<file path="config.mk">
export PLATFORM = sky130hd
export DESIGN_NAME = crc_stream_engine
export DESIGN_NICKNAME = d
export VERILOG_FILES = /design/src/rtl/crc_stream_engine.sv
export SDC_FILE = /design/constraint.sdc
export NUM_CORES = 1
export LEC_CHECK = 0
export BUFFER_PORTS_ARGS = -buffer_cell sky130_fd_sc_hd__clkbuf_2
export CAP_MARGIN = 20
export CORE_MARGIN = 2
export CORE_UTILIZATION = 30
export DETAILED_ROUTE_END_ITERATION = 8
export GPL_TIMING_DRIVEN = 0
export PLACE_DENSITY_LB_ADDON = 0.15
export SLEW_MARGIN = 20
export SYNTH_ARGS = -nofsm -noshare
export SYNTH_HDL_FRONTEND = slang
export SYNTH_SLANG_ARGS = --single-unit
</file>
<file path="constraint.sdc">
create_clock -name clk -period 4.2 [get_ports clk]
set_input_delay 0.42 -clock clk [delete_from_list [all_inputs] [get_ports clk]]
set_output_delay 0.42 -clock clk [all_outputs]
set_load 0.01 [all_outputs]
</file>
<file path="src/rtl/crc_stream_engine.sv">
// Streaming CRC generator/checker: folds BITS_PER_CYC message bits per clock
// through an MSB-first LFSR and presents the finalised CRC on a held valid/ready port.
module crc_stream_engine #(
  parameter int          CRC_W        = 32,
  parameter int          DATA_W       = 32,
  parameter logic [31:0] POLY         = 32'h04C11DB7,
  parameter logic [31:0] INIT         = 32'hFFFFFFFF,
  parameter logic [31:0] XOR_OUT      = 32'hFFFFFFFF,
  parameter bit          REFIN        = 1'b1,
  parameter bit          REFOUT       = 1'b1,
  parameter int          BITS_PER_CYC = 8
) (
  input  logic              clk,
  input  logic              rst,
  input  logic              clr,
  input  logic [DATA_W-1:0] in_data,
  input  logic              in_valid,
  input  logic              in_first,
  input  logic              in_last,
  output logic              in_ready,
  output logic [CRC_W-1:0]  crc_out,
  output logic              crc_valid,
  input  logic              crc_ready,
  output logic              busy
);

  localparam int NCYC  = DATA_W / BITS_PER_CYC;
  localparam int CNT_W = (NCYC > 1) ? $clog2(NCYC) : 1;

  localparam logic [CRC_W-1:0] POLY_C = POLY[CRC_W-1:0];
  localparam logic [CRC_W-1:0] INIT_C = INIT[CRC_W-1:0];
  localparam logic [CRC_W-1:0] XOR_C  = XOR_OUT[CRC_W-1:0];
  localparam logic [CNT_W-1:0] LAST_CNT = CNT_W'(NCYC - 1);

  if ((DATA_W % 8) != 0 || (DATA_W % BITS_PER_CYC) != 0) begin : g_bad_width
    $error("crc_stream_engine: DATA_W must be a multiple of 8 and of BITS_PER_CYC");
  end
  if (CRC_W < 8 || CRC_W > 32) begin : g_bad_crc_w
    $error("crc_stream_engine: CRC_W must lie in 8..32");
  end

  typedef enum logic [1:0] {
    ST_IDLE  = 2'd0,
    ST_SHIFT = 2'd1,
    ST_HOLD  = 2'd2
  } state_t;

  state_t             state_r;
  logic [CRC_W-1:0]   crc_r;
  logic [DATA_W-1:0]  beat_r;
  logic [CNT_W-1:0]   cnt_r;
  logic               last_r;
  logic               in_ready_r;
  logic               crc_valid_r;
  logic [CRC_W-1:0]   crc_out_r;
  logic               busy_r;

  logic [CRC_W-1:0]   fold_s;
  logic [DATA_W-1:0]  beat_next_s;

  // Rearrange a beat so bit k is the k-th bit to enter the LFSR (bytes in order,
  // each byte LSB first when REFIN, MSB first otherwise).
  function automatic logic [DATA_W-1:0] order_bits(input logic [DATA_W-1:0] d);
    logic [DATA_W-1:0] s;
    s = '0;
    for (int k = 0; k < DATA_W; k++) begin
      if (REFIN) begin
        s[k] = d[k];
      end else begin
        s[k] = d[(k / 8) * 8 + 7 - (k % 8)];
      end
    end
    return s;
  endfunction

  function automatic logic [CRC_W-1:0] fold(input logic [CRC_W-1:0]        r,
                                            input logic [BITS_PER_CYC-1:0] b);
    logic [CRC_W-1:0] v;
    logic             fb;
    v = r;
    for (int i = 0; i < BITS_PER_CYC; i++) begin
      fb = v[CRC_W-1] ^ b[i];
      v  = {v[CRC_W-2:0], 1'b0} ^ (fb ? POLY_C : {CRC_W{1'b0}});
    end
    return v;
  endfunction

  function automatic logic [CRC_W-1:0] finalize(input logic [CRC_W-1:0] r);
    logic [CRC_W-1:0] o;
    for (int i = 0; i < CRC_W; i++) begin
      o[i] = REFOUT ? r[CRC_W-1-i] : r[i];
    end
    return o ^ XOR_C;
  endfunction

  assign fold_s      = fold(crc_r, beat_r[BITS_PER_CYC-1:0]);
  assign beat_next_s = beat_r >> BITS_PER_CYC;

  // Control FSM, CRC datapath and registered handshake outputs.
  always_ff @(posedge clk or negedge rst) begin
    if (!rst) begin
      state_r     <= ST_IDLE;
      crc_r       <= INIT_C;
      beat_r      <= '0;
      cnt_r       <= '0;
      last_r      <= 1'b0;
      in_ready_r  <= 1'b1;
      crc_valid_r <= 1'b0;
      crc_out_r   <= '0;
      busy_r      <= 1'b0;
    end else if (clr) begin
      state_r     <= ST_IDLE;
      crc_r       <= INIT_C;
      beat_r      <= '0;
      cnt_r       <= '0;
      last_r      <= 1'b0;
      in_ready_r  <= 1'b1;
      crc_valid_r <= 1'b0;
      crc_out_r   <= '0;
      busy_r      <= 1'b0;
    end else begin
      case (state_r)
        ST_IDLE: begin
          if (in_valid) begin
            beat_r     <= order_bits(in_data);
            last_r     <= in_last;
            crc_r      <= in_first ? INIT_C : crc_r;
            cnt_r      <= '0;
            in_ready_r <= 1'b0;
            busy_r     <= 1'b1;
            state_r    <= ST_SHIFT;
          end else begin
            state_r <= ST_IDLE;
          end
        end
        ST_SHIFT: begin
          crc_r  <= fold_s;
          beat_r <= beat_next_s;
          if (cnt_r == LAST_CNT) begin
            cnt_r <= '0;
            if (last_r) begin
              crc_out_r   <= finalize(fold_s);
              crc_valid_r <= 1'b1;
              state_r     <= ST_HOLD;
            end else begin
              in_ready_r <= 1'b1;
              state_r    <= ST_IDLE;
            end
          end else begin
            cnt_r <= cnt_r + CNT_W'(1);
          end
        end
        ST_HOLD: begin
          // The register restarts from INIT so a following message without
          // in_first still computes a stand-alone CRC.
          if (crc_ready) begin
            crc_valid_r <= 1'b0;
            in_ready_r  <= 1'b1;
            busy_r      <= 1'b0;
            crc_r       <= INIT_C;
            state_r     <= ST_IDLE;
          end else begin
            state_r <= ST_HOLD;
          end
        end
        default: begin
          state_r     <= ST_IDLE;
          crc_r       <= INIT_C;
          cnt_r       <= '0;
          in_ready_r  <= 1'b1;
          crc_valid_r <= 1'b0;
          busy_r      <= 1'b0;
        end
      endcase
    end
  end

  assign in_ready  = in_ready_r;
  assign crc_valid = crc_valid_r;
  assign crc_out   = crc_out_r;
  assign busy      = busy_r;

endmodule

</file>
* Word-level counts from Yosys, hierarchy flattened
Index checks and enable logic that the tools add are counted.
** Word-level totals
- Bits in writable memories :: 0
- Register bits after elaboration :: 104
- Input port bits :: 39
- Memories kept :: 0
- Latch bits :: 0
- Logic and storage cells :: 101
- ROM bits :: 0
** Cells by class
- Multiplexer cells :: 47
- $lt $le $gt $ge :: 0
- Multipliers :: 0
- $add $sub $neg :: 1
- Reduce and logical (&&, ||, !) cells :: 15
- Bitwise operators :: 17
- Equal/unequal tests :: 12
- Div/mod/pow operators :: 0
- Shifts and indexed selects :: 0
** Operators with widths (count)
- two-way mux 32 bit :: 10
- bitwise XOR 32 x 27 -> 32 bit :: 8
- two-way mux 27 bit :: 8
- one-hot mux 32 bit (3 select lines) :: 1
- one-hot mux 32 bit (2 select lines) :: 1
- NOT 32 bit :: 1
- != test 3 bit (second input constant) :: 6
- two-way mux 1 bit :: 15
- two-way mux 2 bit :: 7
- one-hot mux 2 bit (3 select lines) :: 2
- nonzero test 2 bit :: 5
- one-hot mux 1 bit (3 select lines) :: 3
- AND reduction 3 bit :: 3
- AND reduction 4 bit :: 2
- bitwise XOR 1 bit :: 8
- != test 2 bit (second input constant) :: 3
- AND reduction 2 bit :: 3
- equality test 2 bit (second input constant) :: 2
- nonzero test 3 bit :: 1
- adder 2 x 1 -> 2 bit (second input constant) :: 1
- equality test 2 x 1 -> 1 bit (second input constant) :: 1
- zero test 2 bit :: 1

* Longest topological paths before layout
Gate-level depths: netlist of run 1.
- Word-level depth :: 29
- Depth in mapped cells :: 7
- Gate-level depth less buffers :: 5

* Least setup slack after synthesis of run 1
No wires, ideal clock.
- Kind :: register to register
- Start point :: register crc_r[31]
- End point :: register crc_out_r[19], in the netlist crc_out[19]
- Stages on the path, launching flop included :: 6
- Data arrival time :: 1.936 ns
- Setup slack :: 2.143 ns
- Setup time :: 0.121 ns
- Buffers on the path :: 0
- Required time :: 4.079 ns
- Cell sequence :: dfstp_2 > xor2_4 > xnor2_4 > xor2_2 > xnor3_1 > a22o_1
** Between the ends
- Cells in the longest elaborated chain, start to end :: 17
** RTL lines
- start, declared :: line 49 : logic [CRC_W-1:0] crc_r;
- start signal, assigned :: line 127 : crc_r <= in_first ? INIT_C : crc_r;
- start signal, assigned :: line 137 : crc_r <= fold_s;
- bitwise XOR 1 bit (*) :: line 82 : fb = v[CRC_W-1] ^ b[i];
- two-way mux 27 bit (*) :: line 83 : v = {v[CRC_W-2:0], 1'b0} ^ (fb ? POLY_C : {CRC_W{1'b0}});
- bitwise XOR 32 x 27 -> 32 bit (*) (6 in series) :: line 83
- bitwise XOR 1 bit :: line 82
- two-way mux 27 bit :: line 83
- bitwise XOR 32 x 27 -> 32 bit (*) (2 in series) :: line 83
- NOT 32 bit (no source line) (*)
- two-way mux 32 bit (*) :: line 141 : if (last_r) begin
- two-way mux 32 bit (*) :: line 139 : if (cnt_r == LAST_CNT) begin
- two-way mux 32 bit (*) :: line 122 : case (state_r)
- two-way mux 32 bit (*) :: line 111 : end else if (clr) begin
- end signal, assigned :: line 142 : crc_out_r <= finalize(fold_s);
- end, declared :: line 55 : logic [CRC_W-1:0] crc_out_r;
Every way passes the cells marked *; elsewhere a longest branch is shown, timed or not. The select of a mux whose other input is x is not followed.
A chain may end at the register's enable or synchronous reset.

* Worst setup path after layout of run 1
- Start point :: register state_r[0]
- End point :: register crc_r[28]
** Between the ends
- Cells in the longest elaborated chain, start to end :: 3
- Elaborated cells between the ends (all ways) :: 9
- Classes of those cells :: eq/ne: 5; mux: 2; reduce/logical: 2
** RTL lines
- start, declared :: line 48 : state_t state_r;
- start signal, assigned :: line 102 : state_r <= ST_IDLE;
- start signal, assigned :: line 112 : state_r <= ST_IDLE;
- start signal, assigned :: line 131 : state_r <= ST_SHIFT;
- equality test 2 bit (tied with other cells) :: line 122
- != test 3 bit (no source line) / one-hot mux 32 bit (3 select lines) (equally long branches)
- AND reduction 3 bit (no source line) / two-way mux 32 bit (equally long branches)
Several ways; a longest one is shown, not always the timed one.

==> qor.yml, run 1 <==
clk_latency_ns: 0.35
port_buffers: 73
cp_data_required_time_ns: 4.45
synth_area_um2: 4830
hold_viol_final: 0
wirelength_mm: 11.81
ys_seq_area_frac: 0.5474
hold_class: "input port to asynchronous set/reset pin"
grt_pass1_wl_mm: 19.15
max_stage_delay_ns: 0.54
first_iter_violations: 174
report.power.total_uw: 3904
slew_viol_final: 0
yosysUniqueCellTypes: 31
synth_top_area_cell: "dfrtp_1"
drt-vias-per-instance: 4.591
synth_seq_cells: 104
antenna_found_initial: 0
fin_cells: 743
worstPathArrival_ns: 2.68
ir_drop_mv: 0.2571
tightestPinTransition_ns: 0.6976
synth-edff-count: 0
h-tree-depth: 3
fin_setup_tns_ns: 0
ios: 74
cts_sinks: 104
status: "finished clean"
wl_per_cell_um: 15.90
cts_tree: "done"
grt_start_max_net_pins: 54
r2r_cells: 6
synthCells: 437
grt_pass1_vias: 3544
drcViolationCount: 0
path_common_cell: "clkbuf_1"
syn_to_final_growth_pct: 19.95
critPathBufInv: 4
die_w_um: 130.9
pwr_density_cell_nw_per_um2: 673.9
syn_nets: 477
drive_gt1_frac: 0.2600
dp_hpwl_mm: 8.676
antenna_left: 0
grt-ovfl-total: 0
r2r-start: "state_r[0]"
slowest_stage: "buf_1"
synthFlopType: "dfrtp_1"
synthMostInstantiatedCell: "dfrtp_1"
crit_path_start: "state_r[0]"
max-cap-violations: 0
placed_cells: 727
fmax_mhz: 412.0
postCtsSetupBuffers: 0
final_net_count: 562
design_area_um2: 5793
synth_top_area_frac: 0.3679
cp_top_family: "buffers and inverters"
dieHeight_um: 130.9
synth_common_cells: "71 x dfrtp_1, 48 x nor2_1, 43 x nand2_1"
gp_congestion: 0.7729
crit_end: "crc_r[28]"
path_clk_slew_ns: 0.07
finalCritPeriodShare: 0.5779
firstDrtPassIters: 6
hold_buffers: 0
antennaDiodeCount: 0
dpl_cell_area_um2: 5502
rr_endpoint: "crc_r[28]"
root_buffer: "clkbuf_16"
end_kind: "register"
finalClockSkew_ns: 0.005866
path_cells: "clkbuf_1, inv_1, nor3_1, clkbuf_1, buf_1, a21oi_1"
grtUsageTotal: 0.1474
initial_core_util: 0.3051
clock_path_buffers: 2
fin_crit_ns: 2.427
worst-path-stages: 6
vias: 3411
avgSynthCellArea_um2: 11.05
max_slew_margin: 0.5316
core_area_um2: 15830
criticalPathCategory: "register to register"
setup_viol: 0
synth.area.top_cells: "dfrtp_1 37%, dfstp_2 18%, xnor2_1 7.1%, a22o_1 5.6%, a22oi_1 4.0%"
ff2ff_setup_slack_ns: 1.77
path_max_fanout: 10
yosysWarnings: 0
startpoint_type: "register"
synthArstFlopShare: 1.000
postCtsResizedCells: 0
die_area_um2: 17130
power.leakage_uw: 0.002486
rows: 46
cts_buffers: 9
rsz0062_at_grt: "false"
## final cells by class
type | count | area (µm²)
clock inverter | 4 | 45.04
tap | 216 | 270.3
buffer | 28 | 105.1
multi-input combinational | 302 | 2069
clock buffer | 12 | 246.5
timing repair buffer | 74 | 401.6
fill | 1613 | 10030
sequential | 104 | 2644
inverter | 3 | 11.26
## cell families after synthesis
kind of cell | share of synthesized area
fa+ha+maj | 0.002590
buf+inv | 0.02409
flops | 0.5474
compound gates | 0.1793
xor+xnor | 0.1676
simple gates | 0.07694
mux | 0.002073
## metrics by stage
step | util | setup slack [ns] | hold WS (ns)
CTS | 0.3660 | 1.759 | 0.03250
global route | 0.3660 | 1.571 | 0.04539
detailed placement | 0.3476 | 1.770 | 0.4080
floorplan | - | 2.143 | 0.1244
global placement | 0.3453 | 1.238 | 0.4624
finish | 0.3660 | 1.773 | 0.01798
## sequential cells by signal, summed over array words and instances (netlist names)
| signal | cells |
|---|---|
| last_r | 1 |
| busy | 1 |
| crc_out | 32 |
| cnt_r | 2 |
| crc_r | 32 |
| state_r | 2 |
| crc_valid | 1 |
| in_ready | 1 |
| beat_r | 32 |
## where the power goes
part	total, µW	switching, µW	internal [µW]
combinational	1750	1020	728
clock	843	367	476
sequential	1310	106	1210
total	3900	1490	2410
## worst min path at each step
stage                     depth (start not counted)  startpoint          end
final                                             1         rst  crc_out[22]
after global routing                              1         rst  crc_out[22]
after CTS                                         1         rst  crc_out[22]
after detailed placement                          1         rst  crc_out[22]
after global placement                            2  beat_r[28]   beat_r[28]
after floorplan                                   0         rst    beat_r[0]
## metal layers
metal | vias up | global-route usage | part of all wire
met1 | 1635 | 0.1969 | 0.46
met4 | 0 | 0.05194 | 0.023
met2 | 83 | 0.2347 | 0.48
li1 | 1677 | - | -
met5 | - | 0 | 0
met3 | 16 | 0.03583 | 0.044
## cell usage in the layout, fill, tap and decap left out, types with 26 or more instances in the layout
master    count
a21oi_1      36
a22o_1       31
a22oi_1      26
clkbuf_2     72
dfrtp_1      71
dfstp_2      33
nand2_1      43
nor2_1       48
o21ai_0      33
xnor2_1      39
Power figures use the tool's default switching activity.
==> inputs of run 2 (changes only) <==
- clock period: 4.2 -> 1.95 ns (I/O delays scaled with it)
==> qor.yml, run 2 (same netlist as run 1, synthesis figures left out) <==
dr_wl_met2_mm: 5.843  # was 5.613 mm
cts_tree: "done"  # unchanged
ir_drop_mv: 0.7170  # was 0.2571 mV
tightestPinTransition_ns: 0.5185  # was 0.6976 ns
vias: 3512  # was 3,411
power.leakage_uw: 0.002716  # was 0.002486 µW
gp_congestion: 0.7881  # was 0.7729
max_slew_margin: 0.6543  # was 0.5316
slowest_stage: "dfstp_2"  # was buf_1
fin_crit_ns: 1.967  # was 2.427 ns
post-place-ws_ns: -0.4455  # was 1.770 ns
wl_met3_um: 518  # was 517 µm
antennaDiodeCount: 0  # unchanged
startpoint_type: "register"  # unchanged
nFillCells: 1555  # was 1,613
dieHeight_um: 130.9  # unchanged
antenna_left: 0  # unchanged
path_max_fanout: 3  # was 10
rsz0062_at_grt: "true"  # was false
status: "finished with violations"  # was finished clean
placed_cells: 727  # unchanged
die_w_um: 130.9  # unchanged
cp_data_required_time_ns: 2.19  # was 4.45 ns
finalCritPeriodShare: 1.009  # was 0.5779
max-cap-violations: 0  # unchanged
h-tree-depth: 3  # unchanged
core_area_um2: 15830  # unchanged
final_net_count: 578  # was 562
drive_gt1_frac: 0.3517  # was 0.2600
final_core_util: 0.3934  # was 0.3660
clk_latency_ns: 0.35  # about the same
fin_cells: 759  # was 743
dp_hpwl_mm: 8.736  # was 8.676 mm
end_kind: "register"  # unchanged
worstPathArrival_ns: 2.21  # was 2.68 ns
root_buffer: "clkbuf_16"  # unchanged
wl_met1_mm: 5.460  # was 5.416 mm
pwr_density_cell_nw_per_um2: 1541  # was 673.9 nW/µm²
first_iter_violations: 179  # was 174
dr.max_layer_used: "met4"  # unchanged
grt-ovfl-total: 0  # unchanged
combPwrFrac: 0.515  # was 0.448
antenna_found_initial: 0  # unchanged
setup_ws_ns: -0.01714  # was 1.773 ns
finalClockSkew_ns: 0.01027  # was 0.005866 ns
criticalPathCategory: "register to register"  # unchanged
port_buffers: 73  # unchanged
rows: 46  # unchanged
grt_start_max_net_pins: 56  # was 54
firstDrtPassIters: 6  # unchanged
cts_sinks: 104  # unchanged
most-common-layout-cells: "84 x clkbuf_2, 71 x dfrtp_1, 46 x nor2_1, 43 x nand2_1, 36 x a21oi_1"  # was 72 x clkbuf_2, 71 x dfrtp_1, 48 x nor2_1, 43 x nand2_1, 39 x xnor2_1
internal_power_uw: 5952  # was 2411 µW
setup_viol: 2  # was 0
initial_core_util: 0.3051  # unchanged
netSwitchingFraction: 0.3799  # was 0.3825
grt_pass1_vias: 3625  # was 3,544
slew_viol_final: 0  # unchanged
layout_commonest_cell: "clkbuf_2"  # unchanged
drt-vias-per-instance: 4.627  # was 4.591
hold_viol_final: 0  # unchanged
clock_path_buffers: 2  # unchanged
grt_pass1_wl_mm: 19.15  # unchanged
die_area_um2: 17130  # unchanged
fmax_mhz: 508.4  # was 412.0 MHz
cts_buffers: 9  # unchanged
wirelength_mm: 12.06  # was 11.81 mm
pwr-share-clk: 0.187  # was 0.216
path_cells: "xnor2_4, xor3_2, xnor3_1, a22o_1"  # was clkbuf_1, inv_1, nor3_1, clkbuf_1, buf_1, a21oi_1
grtUsageTotal: 0.1482  # was 0.1474
failed_checks: "setup timing"
ios: 74  # unchanged
hold_class: "input port to register"  # was input port to asynchronous set/reset pin
max_stage_delay_ns: 0.59  # was 0.54 ns
drcViolationCount: 0  # unchanged
syn_to_final_growth_pct: 28.94  # was 19.95%
wl_per_cell_um: 15.89  # was 15.90 µm
switching_power_uw: 3646  # was 1493 µW
seqPwrFrac: 0.298  # was 0.336
path_clk_slew_ns: 0.07  # about the same
## run 2: layout make-up
| cell class | count | area, µm² | share of cell area |
|---|---|---|---|
| clock inverters | 3 | 23.77 | 0.003818 |
| well taps | 216 | 270.3 | 0.04340 |
| repair buffers | 93 | 588.1 | 0.09443 |
| clock buffers | 13 | 270.3 | 0.04340 |
| plain buffers | 25 | 116.4 | 0.01869 |
| multi-input cells | 302 | 2303 | 0.3699 |
| flip-flops and latches | 104 | 2644 | 0.4246 |
| inverters | 3 | 11.26 | 0.001808 |
## run 2: through the flow
step	hold slack, ns	TNS, ns	power [µW]	instance area [µm²]
after global routing	0.05858	-0.2467	10140	6227
after CTS	0.04695	-0.02845	9201	6091
after floorplan	-0.1006	-0.01254	5687	4848
after global placement	0.4214	-82.82	6688	5484
after detailed placement	0.1737	-22.50	6741	5520
final	0.05763	-0.01742	9598	6227
## run 2: power by group through the flow
| stage | registers [µW] | clock network, µW | logic [µW] |
|---|---|---|---|
| floorplan | 2820 | 0 | 2870 |
| global placement | 2860 | 0 | 3820 |
| detailed placement | 2870 | 0 | 3870 |
| CTS | 2860 | 1860 | 4480 |
| global route | 2900 | 1940 | 5300 |
| finish | 2860 | 1790 | 4940 |
## run 2: critical path, delay by kind of cell, from the launching register on
kind            cells  cell delay (ns)
xor+xnor            3             1.07
flops               1             0.59
compound gates      1             0.20
## run 2: path summary, 6_finish.rpt
kind	from	end	slack [ns]	depth (start not counted)
worst min register to register	beat_r[10]	beat_r[10]	0.48	2
max in group asynchronous	rst	crc_r[6]	0.93	3
worst max-delay path	crc_r[28]	crc_out[19]	-0.02	4
min in group asynchronous	rst	crc_out[18]	0.35	2
worst min-delay path	in_data[26]	beat_r[26]	0.06	3
worst max register to register	crc_r[28]	crc_out[19]	-0.02	4
## run 2: per-layer routing
metal  vias to the layer above  GRT usage
met5                         -          0
met4                         0    0.05945
met3                        17    0.03583
met2                        74     0.2384
met1                      1708     0.1933
li1                       1713          -
## run 2: what timing repair did
| action | in CTS | in global routing |
|---|---|---|
| buffers inserted | 12 | 6 |
| resized for setup | 26 | 28 |
| hold buffers | 1 | 0 |
| endpoints found under the hold margin | 44 | 0 |
| pin swaps | 4 | 3 |
| setup endpoints to repair | 95 | 92 |
==> inputs of run 3 (changes only) <==
- TNS_END_PERCENT: default -> 1
==> qor.yml, run 3 (same netlist as run 1, synthesis figures left out) <==
dp_hpwl_mm: 8.736  # unchanged
path_clk_slew_ns: 0.07  # about the same
max-cap-violations: 0  # unchanged
worstPathArrival_ns: 2.26  # was 2.21 ns
grt_busiest_layer: "met2"  # unchanged
initial_core_util: 0.3051  # unchanged
r2r-start: "crc_r[31]"  # was crc_r[28]
rsz0062_at_grt: "true"  # unchanged
vias: 3499  # was 3,512
startpoint_type: "register"  # unchanged
first_iter_violations: 167  # was 179
grt_use_met2: 0.2377  # was 0.2384
finalCritPeriodShare: 1.034  # was 1.009
die_area_um2: 17130  # unchanged
cp_data_required_time_ns: 2.20  # was 2.19 ns
crit_path_start: "crc_r[31]"  # was crc_r[28]
gp_congestion: 0.7881  # unchanged
nFillCells: 1563  # was 1,555
antennaDiodeCount: 0  # unchanged
wl_per_cell_um: 15.92  # was 15.89 µm
port_buffers: 73  # unchanged
core_area_um2: 15830  # unchanged
antenna_left: 0  # unchanged
cts_sinks: 104  # unchanged
grt-ovfl-total: 0  # unchanged
post-place-ws_ns: -0.4455  # unchanged
most-common-layout-cells: "88 x clkbuf_2, 71 x dfrtp_1, 46 x nor2_1, 43 x nand2_1, 36 x a21oi_1"  # was 84 x clkbuf_2, 71 x dfrtp_1, 46 x nor2_1, 43 x nand2_1, 36 x a21oi_1
met1_usage: 0.1929  # was 0.1933
placed_cells: 727  # unchanged
cts_buffers: 9  # unchanged
hold_class: "input port to register"  # unchanged
setup_viol: 2  # unchanged
drcViolationCount: 0  # unchanged
status: "finished with violations"  # unchanged
drive_gt1_frac: 0.3352  # was 0.3517
slew_viol_final: 0  # unchanged
failed_checks: "setup timing"  # unchanged
final_core_util: 0.3874  # was 0.3934
layout_commonest_cell: "clkbuf_2"  # unchanged
fmax_mhz: 495.9  # was 508.4 MHz
path_max_fanout: 5  # was 3
final_net_count: 572  # was 578
fin_cells: 753  # was 759
grt_pass1_wl_mm: 19.16  # was 19.15 mm
root_buffer: "clkbuf_16"  # unchanged
wirelength_mm: 11.98  # was 12.06 mm
antenna_found_initial: 0  # unchanged
hold_viol_final: 0  # unchanged
power.leakage_uw: 0.002664  # was 0.002716 µW
drt-vias-per-instance: 4.647  # was 4.627
pwr_density_cell_nw_per_um2: 1496  # was 1541 nW/µm²
r2r_cells: 5  # was 4
fin_crit_ns: 2.017  # was 1.967 ns
ir_drop_mv: 0.7339  # was 0.7170 mV
die_w_um: 130.9  # unchanged
max_slew_margin: 0.6590  # was 0.6543
finalClockSkew_ns: 0.01024  # was 0.01027 ns
grtUsageTotal: 0.1481  # was 0.1482
grt_util_met3: 0.03583  # unchanged
clock_path_buffers: 2  # unchanged
criticalPathCategory: "register to register"  # unchanged
grt_pass1_vias: 3609  # was 3,625
syn_to_final_growth_pct: 26.94  # was 28.94%
rr_endpoint: "crc_out[19]"  # unchanged
ff2ff_setup_slack_ns: -0.07  # was -0.02 ns
crit_end: "crc_out[19]"  # unchanged
fin_hold_ws_ns: 0.05642  # was 0.05763 ns
h-tree-depth: 3  # unchanged
clk_latency_ns: 0.35  # about the same
setup_ws_ns: -0.06665  # was -0.01714 ns
firstDrtPassIters: 5  # was 6
end_kind: "register"  # unchanged
dieHeight_um: 130.9  # unchanged
rows: 46  # unchanged
ios: 74  # unchanged
tightestPinTransition_ns: 0.5092  # was 0.5185 ns
grt_start_max_net_pins: 56  # unchanged
cts_tree: "done"  # unchanged
run 3: timing repair:
action,CTS,global route
setup buffers,9,0
resized for setup,26,25
cloned,0,0
hold buffers,1,0
hold endpoints to repair,44,0
setup endpoints to repair,95,93
pin swaps,4,5
run 3: final cells by class:
cell class	instances	area (µm²)	share of cell area
Multi-Input combinational cell	302	2263	0.3692
Clock buffer	13	270.3	0.04408
Sequential cell	104	2644	0.4312
Timing Repair Buffer	84	516.7	0.08429
Inverter	3	11.26	0.001837
Clock inverter	3	23.77	0.003878
Tap cell	216	270.3	0.04408
Buffer	28	131.4	0.02143
run 3: metal layers:
metal	vias up	wire length [µm]
li1	1705	-
met3	18	538
met4	0	265
met5	-	0
met1	1693	5433
met2	83	5747
run 3: worst min-delay path by stage:
stage,start,endpoint,slack [ns],depth (start not counted)
final,in_data[26],beat_r[26],0.06,3
after global routing,in_data[24],beat_r[24],0.06,3
after CTS,in_data[26],beat_r[26],0.05,3
after detailed placement,rst,crc_out[18],0.17,1
after global placement,in_data[25],beat_r[25],0.42,3
after floorplan,rst,beat_r[0],-0.10,0
run 3: report_power, final:
part | internal, µW | switching [µW]
sequential | 2600 | 263
clock | 977 | 820
combinational | 2080 | 2440
run 3: per-stage QoR:
stage / instance area [µm²] / power, µW / TNS, ns
final: 6131 / 9175 / -0.1060
after global routing: 6131 / 9702 / -1.623
after CTS: 6066 / 9098 / -0.1492
after detailed placement: 5520 / 6741 / -22.50
after global placement: 5484 / 6688 / -82.82
after floorplan: 4848 / 5687 / -0.01254
run 3: critical path, cell delays in order, from the launching register on:
cell	delay, ns
dfstp_2	0.58
xor2_4	0.17
buf_12	0.15
xor3_2	0.40
xnor3_1	0.41
a22o_1	0.20
